**src/rtl/my_serial_pkg.sv**
```systemverilog
// Shared types and sizing helpers for the serial-to-parallel receive stage.
package my_serial_pkg;

   typedef enum logic {IDLE, RECEIVE} rx_state_t;

   // Bit-count width; a 2-bit word still needs one counter bit.
   function automatic int cnt_width(input int n);
      return (n <= 2) ? 1 : $clog2(n);
   endfunction

endpackage

```
**src/rtl/my_serial_to_parallel_if.sv**
```systemverilog
// Serial receive stream plus parallel VALID/ACK result bus of the SIPO stage.
interface my_serial_to_parallel_if #(
   parameter int N = 4
);
   logic         EN;
   logic         SOF;
   logic         SERIAL_IN;
   logic         ACK;
   logic [N-1:0] DATAR;
   logic         VALID;
   logic         OVERRUN;
   logic         BUSY;

   modport master (
      output EN, SOF, SERIAL_IN, ACK,
      input  DATAR, VALID, OVERRUN, BUSY
   );

   modport slave (
      input  EN, SOF, SERIAL_IN, ACK,
      output DATAR, VALID, OVERRUN, BUSY
   );
endinterface

```
**src/rtl/my_sipo_holding_reg.sv**
```systemverilog
// Output holding register: captures completed words and runs the VALID/ACK
// handshake with a sticky overrun flag.
module my_sipo_holding_reg #(
   parameter int N = 4
) (
   input  logic         CLK,
   input  logic         RESET,
   input  logic         load,
   input  logic [N-1:0] word,
   input  logic         ack,
   output logic [N-1:0] datar,
   output logic         valid,
   output logic         overrun
);

   logic [N-1:0] data_reg;
   logic         valid_reg;
   logic         overrun_reg;

   always_ff @(posedge CLK) begin
      if (RESET) begin
         data_reg    <= '0;
         valid_reg   <= 1'b0;
         overrun_reg <= 1'b0;
      end else if (load) begin
         data_reg  <= word;
         valid_reg <= 1'b1;
         // An ACK on the completion edge consumes the old word, so nothing is lost.
         if (ack)
            overrun_reg <= 1'b0;
         else if (valid_reg)
            overrun_reg <= 1'b1;
      end else if (ack) begin
         valid_reg   <= 1'b0;
         overrun_reg <= 1'b0;
      end
   end

   assign datar   = data_reg;
   assign valid   = valid_reg;
   assign overrun = overrun_reg;

endmodule

```
**src/rtl/my_serial_to_parallel.sv**
```systemverilog
// LSB-first serial-to-parallel receiver: frame FSM, bit counter and shift
// register feeding a VALID/ACK holding register.
module my_serial_to_parallel
   import my_serial_pkg::*;
#(
   parameter int N     = 4,
   parameter int CNT_W = cnt_width(N)
) (
   input  logic                   CLK,
   input  logic                   RESET,
   my_serial_to_parallel_if.slave bus
);

   localparam logic [CNT_W-1:0] LAST_CNT = CNT_W'(N - 1);

   rx_state_t        state_reg;
   logic [CNT_W-1:0] count_reg;
   // Only the upper N-1 bits of the shift window are stored; the Nth bit
   // arrives straight from SERIAL_IN on the completing edge.
   logic [N-2:0]     shift_reg;
   logic [N-1:0]     word_next;
   logic             load_next;

   assign word_next = {bus.SERIAL_IN, shift_reg};
   assign load_next = (state_reg == RECEIVE) && bus.EN && !bus.SOF
                      && (count_reg == LAST_CNT);

   always_ff @(posedge CLK) begin
      if (RESET) begin
         state_reg <= IDLE;
         count_reg <= '0;
         shift_reg <= '0;
      end else if (bus.EN) begin
         if (bus.SOF) begin
            // SOF always starts a fresh word, aborting any partial frame.
            shift_reg <= word_next[N-1:1];
            count_reg <= CNT_W'(1);
            state_reg <= RECEIVE;
         end else if (state_reg == RECEIVE) begin
            shift_reg <= word_next[N-1:1];
            if (count_reg == LAST_CNT) begin
               count_reg <= '0;
               state_reg <= IDLE;
            end else begin
               count_reg <= count_reg + CNT_W'(1);
            end
         end
      end
   end

   assign bus.BUSY = (state_reg == RECEIVE);

   my_sipo_holding_reg #(
      .N (N)
   ) u_holding (
      .CLK     (CLK),
      .RESET   (RESET),
      .load    (load_next),
      .word    (word_next),
      .ack     (bus.ACK),
      .datar   (bus.DATAR),
      .valid   (bus.VALID),
      .overrun (bus.OVERRUN)
   );

endmodule
```
**src/flat_wrapper.sv**
```systemverilog
// flat-port wrapper written by rule: the top's interface ports become plain ports
module my_serial_to_parallel_flat import my_serial_pkg::*;
#(
   parameter int N     = 4,
   parameter int CNT_W = cnt_width(N)
)
  (CLK, RESET, bus_EN, bus_SOF, bus_SERIAL_IN, bus_ACK, bus_DATAR, bus_VALID, bus_OVERRUN, bus_BUSY);
  my_serial_to_parallel_if #(.N(N)) bus_i ();
  input  logic CLK;
  input  logic RESET;
  input wire logic [$bits(bus_i.EN)-1:0] bus_EN;
  input wire logic [$bits(bus_i.SOF)-1:0] bus_SOF;
  input wire logic [$bits(bus_i.SERIAL_IN)-1:0] bus_SERIAL_IN;
  input wire logic [$bits(bus_i.ACK)-1:0] bus_ACK;
  output wire logic [$bits(bus_i.DATAR)-1:0] bus_DATAR;
  output wire logic [$bits(bus_i.VALID)-1:0] bus_VALID;
  output wire logic [$bits(bus_i.OVERRUN)-1:0] bus_OVERRUN;
  output wire logic [$bits(bus_i.BUSY)-1:0] bus_BUSY;
  assign bus_i.EN = bus_EN;
  assign bus_i.SOF = bus_SOF;
  assign bus_i.SERIAL_IN = bus_SERIAL_IN;
  assign bus_i.ACK = bus_ACK;
  assign bus_DATAR = bus_i.DATAR;
  assign bus_VALID = bus_i.VALID;
  assign bus_OVERRUN = bus_i.OVERRUN;
  assign bus_BUSY = bus_i.BUSY;
  my_serial_to_parallel #(.N(N), .CNT_W(CNT_W)) u_core (.CLK(CLK), .RESET(RESET), .bus(bus_i));
endmodule
```
**config.mk**
```make
export PLATFORM = sky130hd
export DESIGN_NAME = my_serial_to_parallel_flat
export DESIGN_NICKNAME = d
export VERILOG_FILES = /design/src/rtl/my_serial_pkg.sv /design/src/rtl/my_serial_to_parallel_if.sv /design/src/rtl/my_sipo_holding_reg.sv /design/src/rtl/my_serial_to_parallel.sv /design/src/flat_wrapper.sv
export SDC_FILE = /design/constraint.sdc
export NUM_CORES = 1
export LEC_CHECK = 0
export BUFFER_PORTS_ARGS = -buffer_cell sky130_fd_sc_hd__buf_4
export CORE_AREA = 2 2 39 41
export CTS_CLUSTER_DIAMETER = 80
export DETAILED_ROUTE_END_ITERATION = 8
export DIE_AREA = 0 0 41 43
export PLACE_DENSITY = 0.69
export SLEW_MARGIN = 20
export SYNTH_ARGS = -nofsm -noshare
export SYNTH_HDL_FRONTEND = slang
export SYNTH_HIERARCHICAL = 1
export SYNTH_SLANG_ARGS = --single-unit
```
**constraint.sdc**
```tcl
create_clock -name CLK -period 3.2 [get_ports CLK]
set_input_delay 0.16 -clock CLK [delete_from_list [all_inputs] [get_ports CLK]]
set_output_delay 0.16 -clock CLK [all_outputs]
set_load 0.02 [all_outputs]
```
==> impl_metrics.ini <==
[synth]
synth_xor_xnor_area_share = 0
syn_nets = 53
syn_avg_cell_area_um2 = 10.9
synthMuxAreaShare = 0.140
synth_edf_count = 0
synth_ff_type = dfxtp_1
yosys.area_share.simple = 0.180
syn_inst = 46
synth_common_cells = dfxtp_1, mux2i_1, nand2b_1
synth.top_cells.by_area = dfxtp_1, mux2i_1, nand2b_1, o32ai_2, a21oi_1
ys_ff_latch = 12
synth_top_family_by_area = simple AND/OR/NAND/NOR gates
yosys.area.top_type = dfxtp_1
synth_most_common_cell = dfxtp_1
ys_seq_area_frac = 0.480
synth_compound_area_frac = 0.145
yosysWarnings = 6
synth_cell_types = 17
synth_top_cell_area_share = 0.480
synth_fa_ha_area_frac = 0.0250
synthesis.area_um2 = 500
async_reset_ff_frac = 0

[setup_path]
start_kind = flip-flop
r2r-start = u_core/bus.BUSY$_SDFFE_PP0P_
end_kind = flip-flop
rr_worst_depth = 4
crit_required_ns = 3.36
criticalPathCategory = reg -> reg
crit_slowest_cell = nor3b_1
cp.arrival_ns = 1.91
cpPeakStageDelay_ns = 0.76
timing.rr.end = u_core/u_holding/datar[1]$_SDFFE_PP0P_
crit_path_cell_trace = nand2_1 > nor3b_1 > mux2i_1 > nor2_1
reg2reg_slack_ns = 1.45
crit_fanout = 6

[timing]
whs_ns = 0.0478
clock_skew_ns = 0.00875
tightestPinTransition_ns = 0.893
finalHoldViolations = 0
setup_violations = 0
period_needed_ns = 1.75
slew_violations = 0
slew_headroom = 0.403
setup_tns_ns = 0
grt_setup_unrepaired = no
fin_crit_sh = 0.548
fmax_mhz = 570

[clocking]
htreeDepth = 1
cts.clk_slew.worst_paths_ns = 0.07
cts_resized = 0
worstSkewPairLatency_ns = 0.27
cts_root_buf = clkbuf_4
clock_sinks = 12
postCtsHoldBufs = 0
postCtsSetupBuffers = 0
cts_buffers = 3
clockBufferDepth = 2
cts_tree = done

[placement]
placed_area_um2 = 599
post-dp-hpwl_um = 637
gp_congestion = 0.611
io_buffer_count = 12

[die]
die_area_um2 = 1760
die_height_um = 43
coreArea_um2 = 1380
initial_core_util = 0.362
die_width_um = 41
ios = 13
row_count = 14

[global_routing]
first_global_vias = 375
grt_usage = 0.125
grt_overflow = 0
antenna_found_initial = 0
grt_pass1_wl_mm = 1.41
grt_start_max_net_pins = 15

[detailed_routing]
drtPass1Iterations = 3
viasPerCell = 4.89
detail-route-antenna-nets = 0
finalWirelength_um = 859
routedWlPerCell_um = 11.3
drt_iter0_drc = 2
route.detailed.drc = 0
vias = 372

[worst_hold_path]
min_to = u_core/u_holding/overrun$_SDFFE_PP0P_
min_from = bus_ACK
min_path_type = in -> reg
hold_depth = 2

[flow_run]
maxCapViolCount = 0

[power_and_ir_drop]
power.switching_uw = 60.0
p_comb_frac = 0.089
pwr-share-seq = 0.577
p_per_area_nw_per_um2 = 433
internal_power_uw = 209
power_frac_clock = 0.334
ir_worst_vdd_mv = 0.288
sw_frac_of_total = 0.223
total_power_uw = 269
p_leak_uw = 0.000245

[final_layout]
syn_to_final_growth_pct = 24.2
multi_input_comb_area_um2 = 245
fill_cells = 136
finish.utilization = 0.449
final_area_um2 = 622
largest_register_ffs = 4
num_antenna_cells = 0
nNetsFinal = 69
drive_gt1_frac = 0.300
register_area_um2 = 240

[run_status]
status = finished, final reports clean
[power by group through the flow]
| stage | Combinational, µW | Clock, µW | Sequential (µW) |
|---|---|---|---|
| after global placement | 24.2 | 0 | 159 |
| after detailed placement | 24.6 | 0 | 159 |
| final | 24.0 | 89.9 | 155 |
| after global routing | 26.7 | 101 | 156 |
| after CTS | 24.5 | 93.4 | 155 |
| after floorplan | 12.1 | 0 | 159 |
[worst max path at each step]
stage | from | to | cells after the start
after floorplan | u_core/bus.BUSY$_SDFFE_PP0P_ | u_core/u_holding/datar[3]$_SDFFE_PP0P_ | 5
after global placement | u_core/bus.BUSY$_SDFFE_PP0P_ | u_core/u_holding/datar[3]$_SDFFE_PP0P_ | 4
after detailed placement | u_core/bus.BUSY$_SDFFE_PP0P_ | u_core/u_holding/datar[3]$_SDFFE_PP0P_ | 4
after CTS | u_core/bus.BUSY$_SDFFE_PP0P_ | u_core/u_holding/datar[3]$_SDFFE_PP0P_ | 4
after global routing | u_core/bus.BUSY$_SDFFE_PP0P_ | u_core/u_holding/datar[3]$_SDFFE_PP0P_ | 4
final | u_core/bus.BUSY$_SDFFE_PP0P_ | u_core/u_holding/datar[1]$_SDFFE_PP0P_ | 4
[stage by stage]
stage,setup slack (ns),instances
after CTS,1.41,76
after global placement,1.48,73
after global routing,1.27,76
final,1.45,76
after floorplan,1.85,46
after detailed placement,1.43,73
[cells in the final DEF (no fill, tap or decap), drive strengths merged]
cell	Yosys	routed
buf	1	12
dfxtp	12	12
nand2b	7	7
mux2i	7	7
nor2	4	4
clkbuf	0	3
a21oi	3	3
nand2	2	2
a21bo	2	2
nor3b	1	1
o21a	1	1
o32ai	1	1
nand4bb	1	1
a31oi	1	1
ha	1	1
nor3	1	1
inv	1	1
[routing by layer]
layer  track usage  vias to the layer above  wire (µm)  share of wire
met3        0.0942                        0         66          0.077
met4        0.0200                        0          0              0
met1         0.133                      175        390           0.45
met5             0                        -          0              0
met2         0.194                        9        402           0.47
li1              -                      188          -              -
[layout make-up]
class	count	share of cell area
inverters	1	0.00604
well taps	16	0.0322
clock buffers	3	0.0362
repair buffers	12	0.145
flip-flops and latches	12	0.386
multi-input cells	32	0.394
[worst max-delay path, delay by kind of cell, from the launching register on]
| family | cells | cell delay, ns |
|---|---|---|
| flops | 1 | 0.44 |
| simple gates | 3 | 0.93 |
| mux | 1 | 0.27 |
[cell families (layout without fill, tap and decap cells)]
| logic type | count (synthesis) | count (layout) |
|---|---|---|
| AO/OA/AOI/OAI | 8 | 8 |
| adder cells (fa/ha/maj) | 1 | 1 |
| buffers and inverters | 2 | 16 |
| flip-flops | 12 | 12 |
| multiplexers | 7 | 7 |
| AND/OR/NAND/NOR | 16 | 16 |
(Power assumes the default switching activity.)
